==> config.mk <==
export PLATFORM = sky130hd
export DESIGN_NAME = shift_unit
export DESIGN_NICKNAME = d
export VERILOG_FILES = /design/src/rtl/shift_unit.sv
export SDC_FILE = /design/constraint.sdc
export NUM_CORES = 1
export LEC_CHECK = 0
export CELL_PAD_IN_SITES_DETAIL_PLACEMENT = 0
export CELL_PAD_IN_SITES_GLOBAL_PLACEMENT = 1
export CORE_MARGIN = 4
export CORE_UTILIZATION = 47
export CTS_CLUSTER_DIAMETER = 60
export DETAILED_ROUTE_END_ITERATION = 6
export PLACE_DENSITY_LB_ADDON = 0.1
export SLEW_MARGIN = 20
export SYNTH_ARGS = -nofsm -noshare
export SYNTH_HDL_FRONTEND = slang
export SYNTH_SLANG_ARGS = --single-unit
==> constraint.sdc <==
create_clock -name clk -period 9.1 [get_ports clk]
set_input_delay 1.365 -clock clk [delete_from_list [all_inputs] [get_ports clk]]
set_output_delay 1.365 -clock clk [all_outputs]
set_load 0.01 [all_outputs]
==> src/rtl/shift_unit.sv <==
// Multi-cycle barrel shifter: one log2 stage per clock (SLL/SRL/SRA/ROL), with a
// sticky lost-bit flag, ready/valid handshakes and a synchronous abort.
module shift_unit #(
    parameter int N = 32
) (
    input  logic                 clk,
    input  logic                 rst_n,
    input  logic                 in_valid,
    output logic                 in_ready,
    input  logic [N-1:0]         data,
    input  logic [$clog2(N)-1:0] shamt,
    input  logic [1:0]           mode,
    input  logic                 abort,
    output logic                 out_valid,
    input  logic                 out_ready,
    output logic [N-1:0]         result,
    output logic                 lost
);

    localparam int SW = $clog2(N);
    localparam int KW = $clog2(SW);
    localparam logic [N-1:0] ONES = '1;

    typedef enum logic [1:0] {
        IDLE  = 2'b00,
        SHIFT = 2'b01,
        DONE  = 2'b10
    } state_e;

    typedef enum logic [1:0] {
        MODE_SLL = 2'b00,
        MODE_SRL = 2'b01,
        MODE_SRA = 2'b10,
        MODE_ROL = 2'b11
    } mode_e;

    state_e          state_q, state_d;
    logic [KW-1:0]   k_q, k_d;
    logic [N-1:0]    work_q, work_d;
    logic [SW-1:0]   shamt_q, shamt_d;
    mode_e           mode_q, mode_d;
    logic            sign_q, sign_d;
    logic            lost_q, lost_d;

    logic [SW-1:0]   amt;
    logic [N-1:0]    mask_hi;
    logic [N-1:0]    mask_lo;
    logic [2*N-1:0]  rol_dbl;
    logic [N-1:0]    stage_res;
    logic            stage_lost;

    // Datapath for the current stage: shift by 2^k and collect the bits that fall off.
    always_comb begin
        amt        = SW'(1) << k_q;
        mask_hi    = ~(ONES >> amt);
        mask_lo    = ~(ONES << amt);
        rol_dbl    = {work_q, work_q} << amt;
        stage_res  = work_q;
        stage_lost = 1'b0;
        unique case (mode_q)
            MODE_SLL: begin
                stage_res  = work_q << amt;
                stage_lost = |(work_q & mask_hi);
            end
            MODE_SRL: begin
                stage_res  = work_q >> amt;
                stage_lost = |(work_q & mask_lo);
            end
            MODE_SRA: begin
                stage_res  = (work_q >> amt) | (sign_q ? mask_hi : '0);
                stage_lost = |(work_q & mask_lo);
            end
            MODE_ROL: begin
                stage_res  = rol_dbl[2*N-1:N];
                stage_lost = 1'b0;
            end
            default: begin
                stage_res  = work_q;
                stage_lost = 1'b0;
            end
        endcase
    end

    always_comb begin
        state_d = state_q;
        k_d     = k_q;
        work_d  = work_q;
        shamt_d = shamt_q;
        mode_d  = mode_q;
        sign_d  = sign_q;
        lost_d  = lost_q;
        unique case (state_q)
            IDLE: begin
                if (in_valid) begin
                    work_d  = data;
                    shamt_d = shamt;
                    mode_d  = mode_e'(mode);
                    sign_d  = data[N-1];
                    lost_d  = 1'b0;
                    k_d     = '0;
                    state_d = SHIFT;
                end
            end
            SHIFT: begin
                if (abort) begin
                    work_d  = '0;
                    lost_d  = 1'b0;
                    k_d     = '0;
                    state_d = IDLE;
                end else begin
                    if (shamt_q[k_q]) begin
                        work_d = stage_res;
                        lost_d = lost_q | stage_lost;
                    end
                    if (k_q == KW'(SW - 1)) begin
                        state_d = DONE;
                    end else begin
                        k_d = k_q + KW'(1);
                    end
                end
            end
            DONE: begin
                // Abort wins over the consumer taking the result.
                if (abort) begin
                    work_d  = '0;
                    lost_d  = 1'b0;
                    k_d     = '0;
                    state_d = IDLE;
                end else if (out_ready) begin
                    state_d = IDLE;
                end
            end
            default: begin
                state_d = IDLE;
            end
        endcase
    end

    always_ff @(posedge clk or negedge rst_n) begin
        if (!rst_n) begin
            state_q <= IDLE;
            k_q     <= '0;
            work_q  <= '0;
            shamt_q <= '0;
            mode_q  <= MODE_SLL;
            sign_q  <= 1'b0;
            lost_q  <= 1'b0;
        end else begin
            state_q <= state_d;
            k_q     <= k_d;
            work_q  <= work_d;
            shamt_q <= shamt_d;
            mode_q  <= mode_d;
            sign_q  <= sign_d;
            lost_q  <= lost_d;
        end
    end

    assign in_ready  = (state_q == IDLE);
    assign out_valid = (state_q == DONE);
    assign result    = work_q;
    assign lost      = lost_q;

endmodule

==> impl_metrics.env <==
export IMPL_status="finished with violations"
export IMPL_violations="DRC"
export IMPL_dp_hpwl_um=33000
export IMPL_swShare_pct=63.6
export IMPL_setup_viol=0
export IMPL_cts_tree="done"
export IMPL_overflow=0
export IMPL_io_pins=79
export IMPL_finalWorstSetupSlack_ns=4.66
export IMPL_worstMarginPinSlew_ns=1.08
export IMPL_worstSkewPairLatency_ns=0.30
export IMPL_start_util_pct=48.6
export IMPL_cts_clk_slew_worst_paths_ns=0.08
export IMPL_wl_met3_um=8450
export IMPL_area_growth_pct=8.91
export IMPL_cts_buffers=5
export IMPL_period_share_pct=48.8
export IMPL_syn_cell_area_mm2=0.00849
export IMPL_post_cts_resized=0
export IMPL_grt_max_degree=89
export IMPL_p_seq_share_pct=13.5
export IMPL_synth_edff_count=0
export IMPL_yosys_warnings=0
export IMPL_top_layer="met4"
export IMPL_cts_sinks=46
export IMPL_async_reset_ff_share_pct=100
export IMPL_start_kind="register"
export IMPL_cpMaxStageDelayCell="buf_4"
export IMPL_drt_wirelength_per_cell_um=34.6
export IMPL_gp_congestion=1.11
export IMPL_ys_flop_type="dfrtp_1"
export IMPL_power_leakage_nw=3.55
export IMPL_worstPathRequired_ns=9.31
export IMPL_root_buffer="clkbuf_16"
export IMPL_relSlewSlack_pct=26.4
export IMPL_cts_buffer_depth=2
export IMPL_maxCapViolations=0
export IMPL_rsz0062_at_grt="false"
export IMPL_rows=48
export IMPL_synth_nets=1237
export IMPL_vdd_drop_max_mv=0.514
export IMPL_synth_seq_cells=46
export IMPL_min_path_type="register to register"
export IMPL_ys_types=98
export IMPL_antenna_found_initial=0
export IMPL_antenna_cells=0
export IMPL_syn_mean_instance_area_um2=7.20
export IMPL_fp_dieArea_mm2=0.0203
export IMPL_final_max_slew_violation_count=0
export IMPL_clkPwrFrac_pct=5.3
export IMPL_critPathArrivalTime_ns=4.65
export IMPL_finalHoldViolCount=0
export IMPL_grt_pass1_wl_um=69400
export IMPL_drive_gt1_share_pct=10.4
export IMPL_ys_seq_area_share_pct=13.6
export IMPL_synth_cells=1180
export IMPL_p_sw_w=0.00303
export IMPL_tns_ns=0
export IMPL_clock_fmax_ghz=0.225
export IMPL_slowest_delay_ns=0.92
export IMPL_crit_path_end_kind="register"
export IMPL_intPower_w=0.00174
export IMPL_final_nets=1216
export IMPL_die_h_um=142
export IMPL_layout_min_cycle_time_ns=4.44
export IMPL_wl_um=47900
export IMPL_dp_slack_ns=4.87
export IMPL_pwr_share_comb_pct=81.2
export IMPL_fp_dieW_um=142
export IMPL_drtIter0Drc=2423
export IMPL_powerDensity_mw_per_mm2=515
export IMPL_port_buffers=78
export IMPL_met2_length_um=18800
export IMPL_core_area_mm2=0.0175
export IMPL_num_vias=11100
export IMPL_cts_setup_buffers=0
export IMPL_worstPathCellList="inv_1 -> ha_4 -> buf_4 -> mux2i_1 -> a22o_1 -> a211oi_1 -> mux2i_1 -> nor2_1 -> a2111oi_0 -> a211oi_1"
export IMPL_fill_cells=1749
export IMPL_first_pass_iters=7
export IMPL_cts_hold_buffers=0
export IMPL_fin_worst_skew_ns=0.0122
export IMPL_wl_met1_um=17600
export IMPL_vias_per_cell=8.05
export IMPL_drc_errors=6
export IMPL_cts_htree_levels=2
export IMPL_crit_type="register to register"
export IMPL_grt_pass1_vias=10100
export IMPL_path_max_fanout=88
export IMPL_track_usage_pct=45.6
export IMPL_drtAntennaViolNets=0
[synth_stat cells, drive strengths merged, types with 10 or more instances]
library cell / count / area share, %
a221oi: 21 / 2.3
o221ai: 17 / 1.8
a21oi: 102 / 6.2
nand2: 94 / 4.2
dfrtp: 46 / 14
o22ai: 54 / 4.1
ha: 13 / 1.9
o211ai: 20 / 1.8
mux2i: 51 / 6.1
a211oi: 34 / 3.3
a22oi: 22 / 2.0
nand2b: 17 / 1.3
inv: 27 / 1.2
o2111ai: 11 / 1.2
nor3: 26 / 1.7
mux2: 29 / 3.9
nor2b: 21 / 1.5
buf: 76 / 6.1
nand3: 20 / 1.2
a31oi: 16 / 1.2
and3: 15 / 1.1
nor2: 110 / 4.9
nor3b: 12 / 1.3
o21ai: 94 / 5.6
a22o: 11 / 1.1
nand4: 10 / 0.74
clkbuf: 61 / 2.7
[cell type report]
cell class	instances	area, µm²	area share [%]
multi-input combinational	970	6510	70.4
sequential	46	1150	12.5
timing repair buffer	109	1010	10.9
tap	225	282	3.04
clock buffer	5	125	1.35
inverter	27	101	1.10
clock inverter	3	68.8	0.744
[kinds of logic after synthesis]
kind of cell | share of synthesized area, %
compound gates | 41.6
simple gates | 21.6
flops | 13.6
fa+ha+maj | 1.91
mux | 11.3
buf+inv | 10.0
[final timing paths]
path | endpoint | cells after the start | slack [ns] | startpoint
max | result[14]$_DFFE_PN0P_ | 10 | 4.66 | k_q[1]$_DFFE_PN0P_
min | shamt_q[3]$_DFFE_PN0P_ | 1 | 0.53 | shamt_q[3]$_DFFE_PN0P_
max reg2reg | result[14]$_DFFE_PN0P_ | 10 | 4.66 | k_q[1]$_DFFE_PN0P_
min reg2reg | shamt_q[3]$_DFFE_PN0P_ | 1 | 0.53 | shamt_q[3]$_DFFE_PN0P_
max in group asynchronous | k_q[2]$_DFFE_PN0P_ | 2 | 7.44 | rst_n
min in group asynchronous | state_q[0]$_DFFE_PN0P_ | 2 | 1.18 | rst_n
[power groups by stage]
stage                     combinational (W)  clock [W]  sequential [W]
final                               0.00387   0.000254        0.000643
after global routing                0.00397   0.000261        0.000627
after global placement              0.00361          0        0.000608
after floorplan                     0.00257          0        0.000390
after detailed placement            0.00359          0        0.000604
after CTS                           0.00361   0.000253        0.000600
[metal layers]
metal	GRT usage, %	vias to the layer above
met5	0	-
li1	-	4507
met1	61.3	5238
met4	20.4	0
met3	20.0	248
met2	62.8	1154
[cells in the final DEF, fill, tap and decap left out, drive strengths merged, types with 15 or more instances in the layout]
cell	netlist	routed
buf	76	32
a21oi	102	102
nand3	20	20
inv	27	27
nor2	110	110
o22ai	54	54
a221oi	21	21
nor3	26	26
clkdlybuf4s50	0	77
mux2	29	29
o221ai	17	17
dfrtp	46	46
a22oi	22	22
and3	15	15
nand2b	17	17
nand2	94	94
o211ai	20	20
o21ai	94	94
a211oi	34	34
a31oi	16	16
mux2i	51	51
nor2b	21	21
[metrics by stage]
stage / total power [W] / area (µm²) / hold WS (ns) / cells / util (%)
floorplan: 0.00296 / 8490 / 0.479 / 1180 / -
global placement: 0.00422 / 9050 / 0.506 / 1377 / 51.8
detailed placement: 0.00420 / 9050 / 0.505 / 1377 / 51.8
CTS: 0.00446 / 9250 / 0.534 / 1385 / 52.9
global route: 0.00486 / 9250 / 0.564 / 1385 / 52.9
finish: 0.00476 / 9250 / 0.532 / 1385 / 52.9
[worst max-delay path, delay by kind of cell, from the launching register on]
kind	cells	cell delay [ns]
AO/OA/AOI/OAI	4	1.44
buffers and inverters	2	1.07
adder cells (fa/ha/maj)	1	0.72
flip-flops	1	0.48
multiplexers	2	0.42
AND/OR/NAND/NOR	1	0.14
[sequential cells by signal (all words and copies together) (netlist names)]
name,cells
result,32
k_q,3
mode_q,2
sign_q,1
state_q,2
lost,1
shamt_q,5
Note: power is estimated with default switching activity, not from simulation.
